[src/rtl/sr_ff_cmd_scheduler.sv]
// Round-robin scheduler sharing a bank of SR flip-flops between requesters; never drives S=R=1.
// Optional SRSCHED_SKIP_EN: skip the DRIVE pulse when the target flop already holds the requested value.
module sr_ff_cmd_scheduler #(
    parameter int NREQ = 4,
    parameter int NFF  = 8,
    parameter int IDXW = 3,
    parameter int GIDW = (NREQ > 1) ? $clog2(NREQ) : 1
) (
    input  logic                 clk,
    input  logic                 rst,
    input  logic [NREQ-1:0]      req_valid,
    input  logic [NREQ-1:0]      req_op,
    input  logic [NREQ*IDXW-1:0] req_idx,
    output logic [NREQ-1:0]      req_ready,
    output logic [NFF-1:0]       S,
    output logic [NFF-1:0]       R,
    input  logic [NFF-1:0]       q_in,
    output logic                 busy,
    output logic [GIDW-1:0]      grant_id,
    output logic                 done,
    output logic                 err,
    output logic                 err_sticky,
    output logic [1:0]           dbg_state
);
    // Handshake: a requester holds req_valid/op/idx until it sees its one-cycle
    // req_ready pulse; the command is latched at the edge that raises req_ready.
    typedef enum logic [1:0] {ST_IDLE, ST_DRIVE, ST_VERIFY} state_t;

    localparam logic [IDXW:0] NFF_W = NFF[IDXW:0];

    state_t            state_q, state_d;
    logic [NFF-1:0]    s_q, s_d, r_q, r_d;
    logic [NREQ-1:0]   ready_q, ready_d;
    logic              busy_q, busy_d, done_q, done_d, err_q, err_d, sticky_q, sticky_d;
    logic [GIDW-1:0]   gid_q, gid_d, last_q, last_d;
    logic              op_q, op_d;
    logic [IDXW-1:0]   idx_q, idx_d;
    logic              found;
    int                win;
    int                cand;
    logic              new_ok, cur_ok, skip;

    always_comb begin
        state_d = state_q;
        s_d     = '0;
        r_d     = '0;
        ready_d = '0;
        busy_d  = 1'b0;
        done_d  = 1'b0;
        err_d   = 1'b0;
        gid_d   = gid_q;
        last_d  = last_q;
        op_d    = op_q;
        idx_d   = idx_q;
        found   = 1'b0;
        win     = 0;
        cand    = 0;
        new_ok  = 1'b0;
        cur_ok  = ({1'b0, idx_q} < NFF_W);
        skip    = 1'b0;

        // Search starts just after the previous winner so every requester gets a turn.
        for (int k = 1; k <= NREQ; k++) begin
            cand = int'(last_q) + k;
            if (cand >= NREQ) cand = cand - NREQ;
            if (!found && req_valid[cand]) begin
                found = 1'b1;
                win   = cand;
            end
        end

        case (state_q)
            ST_IDLE: begin
                if (found) begin
                    ready_d[win] = 1'b1;
                    op_d         = req_op[win];
                    idx_d        = req_idx[win*IDXW +: IDXW];
                    last_d       = GIDW'(win);
                    gid_d        = GIDW'(win);
                    busy_d       = 1'b1;
                    new_ok       = ({1'b0, idx_d} < NFF_W);
`ifdef SRSCHED_SKIP_EN
                    skip         = new_ok && (q_in[idx_d] == op_d);
`endif
                    if (skip) begin
                        state_d = ST_VERIFY;
                    end else begin
                        state_d = ST_DRIVE;
                        if (new_ok) begin
                            s_d[idx_d] = op_d;
                            r_d[idx_d] = ~op_d;
                        end
                    end
                end
            end
            ST_DRIVE: begin
                state_d = ST_VERIFY;
                busy_d  = 1'b1;
            end
            ST_VERIFY: begin
                state_d = ST_IDLE;
                done_d  = 1'b1;
                err_d   = !cur_ok || (q_in[idx_q] != op_q);
            end
            default: state_d = ST_IDLE;
        endcase

        sticky_d = sticky_q | err_d;
    end

    always_ff @(posedge clk) begin
        if (rst) begin
            state_q  <= ST_IDLE;
            s_q      <= '0;
            r_q      <= '0;
            ready_q  <= '0;
            busy_q   <= 1'b0;
            done_q   <= 1'b0;
            err_q    <= 1'b0;
            sticky_q <= 1'b0;
            gid_q    <= '0;
            last_q   <= GIDW'(NREQ - 1);
            op_q     <= 1'b0;
            idx_q    <= '0;
        end else begin
            state_q  <= state_d;
            s_q      <= s_d;
            r_q      <= r_d;
            ready_q  <= ready_d;
            busy_q   <= busy_d;
            done_q   <= done_d;
            err_q    <= err_d;
            sticky_q <= sticky_d;
            gid_q    <= gid_d;
            last_q   <= last_d;
            op_q     <= op_d;
            idx_q    <= idx_d;
        end
    end

    assign req_ready  = ready_q;
    assign S          = s_q;
    assign R          = r_q;
    assign busy       = busy_q;
    assign grant_id   = gid_q;
    assign done       = done_q;
    assign err        = err_q;
    assign err_sticky = sticky_q;
    assign dbg_state  = state_q;
endmodule

[config.mk]
export PLATFORM = sky130hd
export DESIGN_NAME = sr_ff_cmd_scheduler
export DESIGN_NICKNAME = d
export VERILOG_FILES = /design/src/rtl/sr_ff_cmd_scheduler.sv
export SDC_FILE = /design/constraint.sdc
export NUM_CORES = 1
export LEC_CHECK = 0
export ABC_CLOCK_PERIOD_IN_PS = 5300
export BUFFER_PORTS_ARGS = -buffer_cell sky130_fd_sc_hd__buf_2
export CAP_MARGIN = 0
export CELL_PAD_IN_SITES_DETAIL_PLACEMENT = 0
export CELL_PAD_IN_SITES_GLOBAL_PLACEMENT = 2
export CORE_ASPECT_RATIO = 0.8
export CORE_MARGIN = 2
export CORE_UTILIZATION = 29
export DETAILED_ROUTE_END_ITERATION = 6
export PLACE_DENSITY_LB_ADDON = 0.12
export SKIP_LAST_GASP = 1
export SLEW_MARGIN = 20
export SYNTH_ARGS = -nofsm -noshare
export SYNTH_HDL_FRONTEND = slang
export SYNTH_SLANG_ARGS = --single-unit
[constraint.sdc]
create_clock -name clk -period 5.3 [get_ports clk]
set_input_delay 1.325 -clock clk [delete_from_list [all_inputs] [get_ports clk]]
set_output_delay 1.325 -clock clk [all_outputs]
set_load 0.1 [all_outputs]
==> results of run 1 <==
synth_stat cells (all sizes together), types with 2 or more instances:
| library cell | n | area (µm²) |
|---|---|---|
| dfxtp | 34 | 681 |
| ha | 10 | 125 |
| mux2i | 13 | 130 |
| nor2 | 7 | 26.3 |
| xnor2 | 2 | 17.5 |
| a211oi | 6 | 57.6 |
| a211o | 2 | 17.5 |
| nand3 | 3 | 20.0 |
| mux4 | 8 | 184 |
| o221ai | 4 | 35.0 |
| inv | 12 | 45.0 |
| nor4 | 7 | 56.3 |
| nor3 | 12 | 60.1 |
| nor4b | 5 | 68.8 |
| and3 | 8 | 50.1 |
| a21oi | 6 | 30.0 |
| nand2 | 19 | 73.8 |
| and2 | 2 | 12.5 |
| mux2 | 4 | 45.0 |
| and4b | 2 | 20.0 |
| clkinv | 2 | 7.51 |
| buf | 4 | 33.8 |
| a21o | 2 | 15.0 |
| o22ai | 2 | 12.5 |
| clkbuf | 5 | 18.8 |
| o21ai | 11 | 66.3 |
| a22oi | 3 | 22.5 |
| nand2b | 6 | 37.5 |
| o211ai | 2 | 15.0 |
metrics by stage:
stage	cells	utilization, %	cell area, µm²
floorplan	219	-	2150
global placement	368	37.0	2590
detailed placement	368	37.0	2590
CTS	376	39.0	2730
global route	376	39.0	2730
finish	376	39.0	2730
layer usage:
layer,vias to the layer above,global-route usage (%),share of wire (%)
li1,967,-,-
met1,927,21.4,52
met2,47,22.7,42
met3,6,3.70,5.1
met4,0,3.29,1.0
met5,-,0,0
cell families after synthesis:
family,Yosys count,synth area share (%)
AND/OR/NAND/NOR,75,21.2
AO/OA/AOI/OAI,48,17.1
flip-flops,34,31.9
multiplexers,25,16.8
buffers and inverters,23,4.92
adder cells (fa/ha/maj),11,6.80
XOR/XNOR,3,1.23
layout make-up:
class                           instances  area (µm²)  area share [%]
Clock inverter                          3        68.8            2.53
Multi-Input combinational cell        162        1360            49.7
Inverter                               14        52.6            1.93
Tap cell                               87         109            3.99
Timing Repair Buffer                   71         390            14.3
Sequential cell                        34         681            25.0
Clock buffer                            5        68.8            2.53
state kept, by name, summed over array words and instances, names as in the netlist:
name        count
op_q            1
R               8
busy            1
S               8
dbg_state       2
grant_id        2
idx_q           3
err             1
err_sticky      1
done            1
last_q          2
req_ready       4
final timing paths:
path                endpoint  slack [ns]  cells after the start
setup / recovery        R[4]        0.34                     13
hold / removal    err_sticky        0.45                      1
setup reg to reg        R[4]        0.67                     14
hold reg to reg   err_sticky        0.45                      1
==> out/qor.csv, run 1 <==
stage;metric;value;unit
outcome;run_status;finished clean;
clock_tree;root_buffer;clkbuf_8;
route;detail_route.first_pass.iterations;4;
cells_and_area;nets;329;
floorplanning;core_area;6990;µm²
cells_and_area;drive_above_1_share;36.0;%
synthesis;syn-num-nets;260;
synthesis;post_synth.cell_area_avg;9.75;µm²
critical_path;end_kind;register;
floorplanning;die_area;8070;µm²
critical_path;worstPathCellList;buf_2 -> mux2_2 -> mux2_2 -> nor2_1 -> nor4b_1 -> a21oi_1 -> ha_1 -> fa_1 -> mux4_2 -> and3_1 -> a311o_1 -> and2_1 -> nor4_2;
critical_path;crit_family;multiplexers;
route;drc;0;
clock_tree;clockBufferDepth;2;
route;vias;1947;
timing;max_slew_margin;60.3;%
timing;rsz0062_at_grt;false;
synthesis;syn_area;2130;µm²
hold_path;hp-class;register to register;
floorplanning;ios;58;
synthesis;synth_top_flop_cell;dfxtp_1;
placement;dpl_worst_slack;0.0437;ns
grt;track_usage;14.9;%
critical_path;path_buf_inv;1;
timing;final-hold-violation-count;0;
timing;slew_viol_final;0;
grt;overflow;0;
synthesis;synth_seq_cells;34;
cells_and_area;final_common_cell;buf_2;
critical_path;critical_path_peak_fanout;9;
critical_path;crit_top_cell;mux2_2;
critical_path;path_class;input port to register;
clock_tree;clock-sinks;34;
critical_path;cp-start-kind;input port;
critical_path;cp_data_arrival_time;5.16;ns
route;avgRoutedWirePerCell;15.1;µm
timing;finalClockSkew;0.00853;ns
timing;setup-violations-final;0;
critical_path;crit_start;req_valid[3];
timing;final.period_utilization;93.5;%
placement;dp_hpwl;4600;µm
synthesis;yosysUniqueCellTypes;55;
route;ant_nets;0;
timing;final.setup.worst_slack;0.342;ns
timing;setup_tns;0;ns
synthesis;synth-edff-count;0;
route;routed_wl;5690;µm
floorplanning;die_h;80.7;µm
clock_tree;cts_buffers;5;
clock_tree;path_clk_slew;0.07;ns
grt;grt_antenna_before_repair;0;
clock_tree;cts_tree;yes;
clock_tree;cts_setup_buffers;0;
route;vias_per_cell;5.18;
hold_path;min-delay-start;err_sticky;
critical_path;cp_slowest_stage_delay;0.76;ns
floorplanning;die_w;99.9;µm
placement;io_buffers;57;
synthesis;synthCells;219;
grt;grt_pass1_vias;1911;
placement;gp_congestion;0.806;
synthesis;seq_area_frac_synth;31.9;%
synthesis;synthArstFlopShare;0;%
cells_and_area;fillers;725;
grt;grt_pass1_wl;9480;µm
timing;hold_ws;0.448;ns
critical_path;slowest_stage;fa_1;
cells_and_area;antenna_cells;0;
clock_tree;clk_latency;0.29;ns
timing;fmax;202;MHz
grt;grt_max_degree;21;
cells_and_area;area.growth.synth_to_final;27.7;%
timing;layout_min_cycle_time;4.96;ns
clock_tree;ctsResizeCount;0;
cells_and_area;most-common-layout-cells;buf_2, dfxtp_1, nand2_1;
critical_path;r2r-start;last_q[0];
floorplanning;initial_utilization;30.5;%
synthesis;yosysWarnings;0;
clock_tree;h-tree-depth;2;
job;max_cap_violations;0;
route;dr.first_iter.drc_count;72;
critical_path;cp_data_required_time;5.50;ns
floorplanning;core.rowCount;27;
timing;worst_pin_slew;0.590;ns
clock_tree;holdBufCountCts;0;
Power of run 1 is not shown: default switching activity piles up to over one toggle a cycle in this logic, so the estimate is an artifact.
==> run 2: changes to the inputs <==
--- a/config.mk
+++ b/config.mk
@@ -13,6 +13,7 @@
 export CORE_ASPECT_RATIO = 0.8
 export CORE_MARGIN = 2
 export CORE_UTILIZATION = 29
+export CTS_BUF_LIST = sky130_fd_sc_hd__clkbuf_16
 export DETAILED_ROUTE_END_ITERATION = 6
 export PLACE_DENSITY_LB_ADDON = 0.12
 export SKIP_LAST_GASP = 1
==> out/qor.csv, run 2 (synthesized netlist as in run 1, its figures left out) <==
stage;metric;value;unit
grt;grt_antenna_before_repair;0;
critical_path;end_kind;register;
grt;track_usage;14.9;%
cells_and_area;seqCellArea;681;µm²
critical_path;r2r_cells;14;
timing;setup-violations-final;0;
clock_tree;clockBufferDepth;2;
outcome;run_status;finished clean;
clock_tree;clock-sinks;34;
timing;worst_pin_slew;0.590;ns
clock_tree;cts_buffers;5;
floorplanning;ios;58;
critical_path;crit_start;req_valid[3];
job;max_cap_violations;0;
timing;layout_min_cycle_time;4.96;ns
cells_and_area;area.growth.synth_to_final;30.3;%
clock_tree;holdBufCountCts;0;
timing;max_slew_margin;60.3;%
route;vias;1965;
route;drc;0;
clock_tree;cts_tree;yes;
floorplanning;core_area;6990;µm²
grt;grt_max_degree;21;
cells_and_area;final_common_cell;buf_2;
clock_tree;ctsResizeCount;0;
clock_tree;cts_setup_buffers;0;
cells_and_area;multi_input_area;1360;µm²
timing;fmax;202;MHz
clock_tree;root_buffer;clkbuf_16;
cells_and_area;most-common-layout-cells;buf_2, dfxtp_1, nand2_1;
floorplanning;die_area;8070;µm²
placement;gp_congestion;0.806;
clock_tree;path_clk_slew;0.06;ns
floorplanning;die_w;99.9;µm
floorplanning;initial_utilization;30.5;%
critical_path;cp_data_arrival_time;5.16;ns
critical_path;path_class;input port to register;
cells_and_area;drive_above_1_share;36.0;%
critical_path;critical_path_peak_fanout;9;
floorplanning;core.rowCount;27;
route;ant_nets;0;
timing;finalClockSkew;0.00644;ns
placement;dp_hpwl;4600;µm
critical_path;cp-start-kind;input port;
grt;grt_pass1_vias;1930;
hold_path;min-delay-start;err_sticky;
critical_path;cp_data_required_time;5.50;ns
timing;final-hold-violation-count;0;
route;avgRoutedWirePerCell;15.3;µm
timing;rsz0062_at_grt;false;
critical_path;r2r-start;last_q[0];
clock_tree;h-tree-depth;2;
route;dr.first_iter.drc_count;77;
route;vias_per_cell;5.23;
route;detail_route.first_pass.iterations;4;
grt;overflow;0;
timing;final.period_utilization;93.6;%
timing;slew_viol_final;0;
hold_path;hp-class;register to register;
hold_path;hold_depth;1;
grt;grt_pass1_wl;9490;µm
cells_and_area;antenna_cells;0;
cells_and_area;nets;329;
cells_and_area;fillers;719;
critical_path;r2r_slack;0.68;ns
clock_tree;clk_latency;0.28;ns
route;routed_wl;5740;µm
timing;setup_tns;0;ns
floorplanning;die_h;80.7;µm
placement;io_buffers;57;
run 2: cell counts in the layout (fill, tap and decap cells not counted):
Identical to the previous run, type by type.
run 2: layout make-up:
| class | count | area share (%) |
|---|---|---|
| well taps | 87 | 3.91 |
| inverters | 14 | 1.89 |
| multi-input cells | 162 | 48.7 |
| clock buffers | 5 | 4.50 |
| flip-flops and latches | 34 | 24.5 |
| clock inverters | 3 | 2.47 |
| repair buffers | 71 | 14.0 |
run 2: critical path, stage by stage:
cell	delay, ns
buf_2	0.15
mux2_2	0.29
mux2_2	0.28
nor2_1	0.11
nor4b_1	0.27
a21oi_1	0.10
ha_1	0.24
fa_1	0.75
mux4_2	0.55
and3_1	0.19
a311o_1	0.33
and2_1	0.28
nor4b_2	0.27
run 2: metrics by stage:
step	instances	instance area, µm²	hold WS (ns)	util [%]	setup WS, ns
detailed placement	368	2590	0.435	37.0	0.0437
global placement	368	2590	0.432	37.0	0.00379
finish	376	2780	0.444	39.8	0.341
CTS	376	2780	0.449	39.8	0.304
floorplan	219	2150	0.435	-	0.00261
global route	376	2780	0.470	39.8	0.0970
run 2: metal layers:
layer | vias to the layer above | GRT usage (%) | wire length (µm)
met5 | - | 0 | 0
li1 | 970 | - | -
met1 | 940 | 21.3 | 2970
met2 | 51 | 22.9 | 2420
met4 | 0 | 3.70 | 47
met3 | 4 | 3.18 | 302
run 2: path summary, 6_finish.rpt:
kind,to
max,R[2]
min,err_sticky
max reg2reg,R[2]
min reg2reg,err_sticky
Power of run 2 is left out for the same reason.
==> run 3: changes to the inputs <==
==> constraint.sdc (replaced) <==
create_clock -name clk -period 5.3 [get_ports clk]
set_input_delay 0.53 -clock clk [delete_from_list [all_inputs] [get_ports clk]]
set_output_delay 0.53 -clock clk [all_outputs]
set_load 0.1 [all_outputs]
==> out/qor.csv, run 3 (synthesized netlist as in run 1, its figures left out) <==
stage;metric;value;unit
outcome;run_status;finished clean;
timing;fmax;213;MHz
placement;io_buffers;57;
timing;max_slew_margin;56.2;%
cells_and_area;final_common_cell;buf_2;
cells_and_area;seqCellArea;681;µm²
route;drc;0;
cells_and_area;area.growth.synth_to_final;24.7;%
floorplanning;die_area;8070;µm²
critical_path;end_kind;register;
timing;layout_min_cycle_time;4.70;ns
timing;finalClockSkew;0.00283;ns
route;vias_per_cell;5.14;
floorplanning;die_h;80.7;µm
route;ant_nets;0;
clock_tree;ctsResizeCount;0;
critical_path;r2r_cells;18;
route;dr.first_iter.drc_count;56;
critical_path;cp_data_arrival_time;4.88;ns
timing;final.period_utilization;88.7;%
clock_tree;h-tree-depth;2;
grt;grt_max_degree;21;
job;max_cap_violations;0;
grt;grt_antenna_before_repair;0;
clock_tree;cts_tree;yes;
floorplanning;core_area;6990;µm²
timing;final-hold-violation-count;0;
critical_path;cp_data_required_time;5.48;ns
grt;grt_pass1_wl;8750;µm
critical_path;r2r_slack;0.60;ns
clock_tree;clock-sinks;34;
floorplanning;core.rowCount;27;
floorplanning;initial_utilization;30.5;%
floorplanning;die_w;99.9;µm
cells_and_area;nets;322;
cells_and_area;most-common-layout-cells;buf_2, dfxtp_1, nand2_1;
critical_path;cp-start-kind;register;
placement;gp_congestion;0.842;
floorplanning;ios;58;
timing;slew_viol_final;0;
cells_and_area;fillers;717;
clock_tree;holdBufCountCts;0;
timing;setup-violations-final;0;
critical_path;critical_path_peak_fanout;9;
clock_tree;cts_buffers;5;
route;vias;1892;
timing;rsz0062_at_grt;false;
timing;setup_tns;0;ns
clock_tree;clockBufferDepth;2;
timing;worst_pin_slew;0.651;ns
cells_and_area;final_util;38.1;%
clock_tree;root_buffer;clkbuf_16;
cells_and_area;multi_input_area;1350;µm²
route;detail_route.first_pass.iterations;4;
hold_path;hp-class;register to register;
cells_and_area;drive_above_1_share;33.1;%
cells_and_area;antenna_cells;0;
placement;dp_hpwl;4380;µm
grt;grt_pass1_vias;1758;
grt;track_usage;13.9;%
hold_path;hold_depth;1;
route;routed_wl;5510;µm
critical_path;r2r_end;S[2];
hold_path;min-delay-start;err_sticky;
route;avgRoutedWirePerCell;15.0;µm
clock_tree;cts_setup_buffers;0;
clock_tree;clk_latency;0.27;ns
hold_path;hold_end;err_sticky;
critical_path;path_class;register to register;
grt;overflow;0;
critical_path;r2r-start;last_q[0];
clock_tree;path_clk_slew;0.05;ns
-- run 3: cell types whose count changed in the layout (fill, tap and decap cells not counted), sizes merged --
cell / change
buf: -7
bufinv: -2
inv: +2
clkinv: -1
-- run 3: metrics by stage --
stage | setup WS, ns | area [µm²] | hold WS [ns] | std cells
final | 0.597 | 2660 | 0.446 | 368
after global routing | 0.184 | 2660 | 0.458 | 368
after CTS | 0.575 | 2660 | 0.447 | 368
after detailed placement | 0.613 | 2530 | 0.436 | 361
after global placement | 0.648 | 2530 | 0.440 | 361
after floorplan | 0.247 | 2130 | 0.435 | 219
-- run 3: area by class of cell --
cell class / instances / share of cell area (%)
Inverter: 14 / 1.97
Sequential cell: 34 / 25.6
Tap cell: 87 / 4.09
Clock inverter: 2 / 0.282
Clock buffer: 5 / 4.70
Multi-Input combinational cell: 162 / 50.7
Timing Repair Buffer: 64 / 12.7
-- run 3: worst max path at each step --
stage | from | endpoint | depth (start not counted) | slack, ns
floorplan | last_q[0] | R[3] | 16 | 0.25
global placement | last_q[0] | S[2] | 18 | 0.65
detailed placement | last_q[0] | S[3] | 18 | 0.61
CTS | last_q[0] | S[3] | 18 | 0.58
global route | last_q[0] | S[2] | 18 | 0.18
finish | last_q[0] | S[2] | 18 | 0.60
-- run 3: worst max-delay path, stage by stage (launching register included) --
cell and delay, ns:
dfxtp_1 0.32, clkinv_1 0.08, ha_1 0.36, mux2_2 0.43, mux2_2 0.33, nor2_1 0.12, nor4b_1 0.23, a21oi_1 0.10
ha_1 0.23, fa_1 0.61, buf_4 0.21, nor2_1 0.05, nand2_1 0.07, o41ai_1 0.07, o21ai_0 0.26, o2111ai_1 0.25
a211oi_4 0.48, inv_2 0.14, nor4b_2 0.27
-- run 3: metal layers --
layer  up-vias  GRT usage, %  share of wire (%)
li1        955             -                  -
met3         4          4.22                5.2
met2        49          19.5                 41
met4         0          3.29               0.83
met5         -             0                  0
met1       884          20.6                 53
Power of run 3 is left out for the same reason.
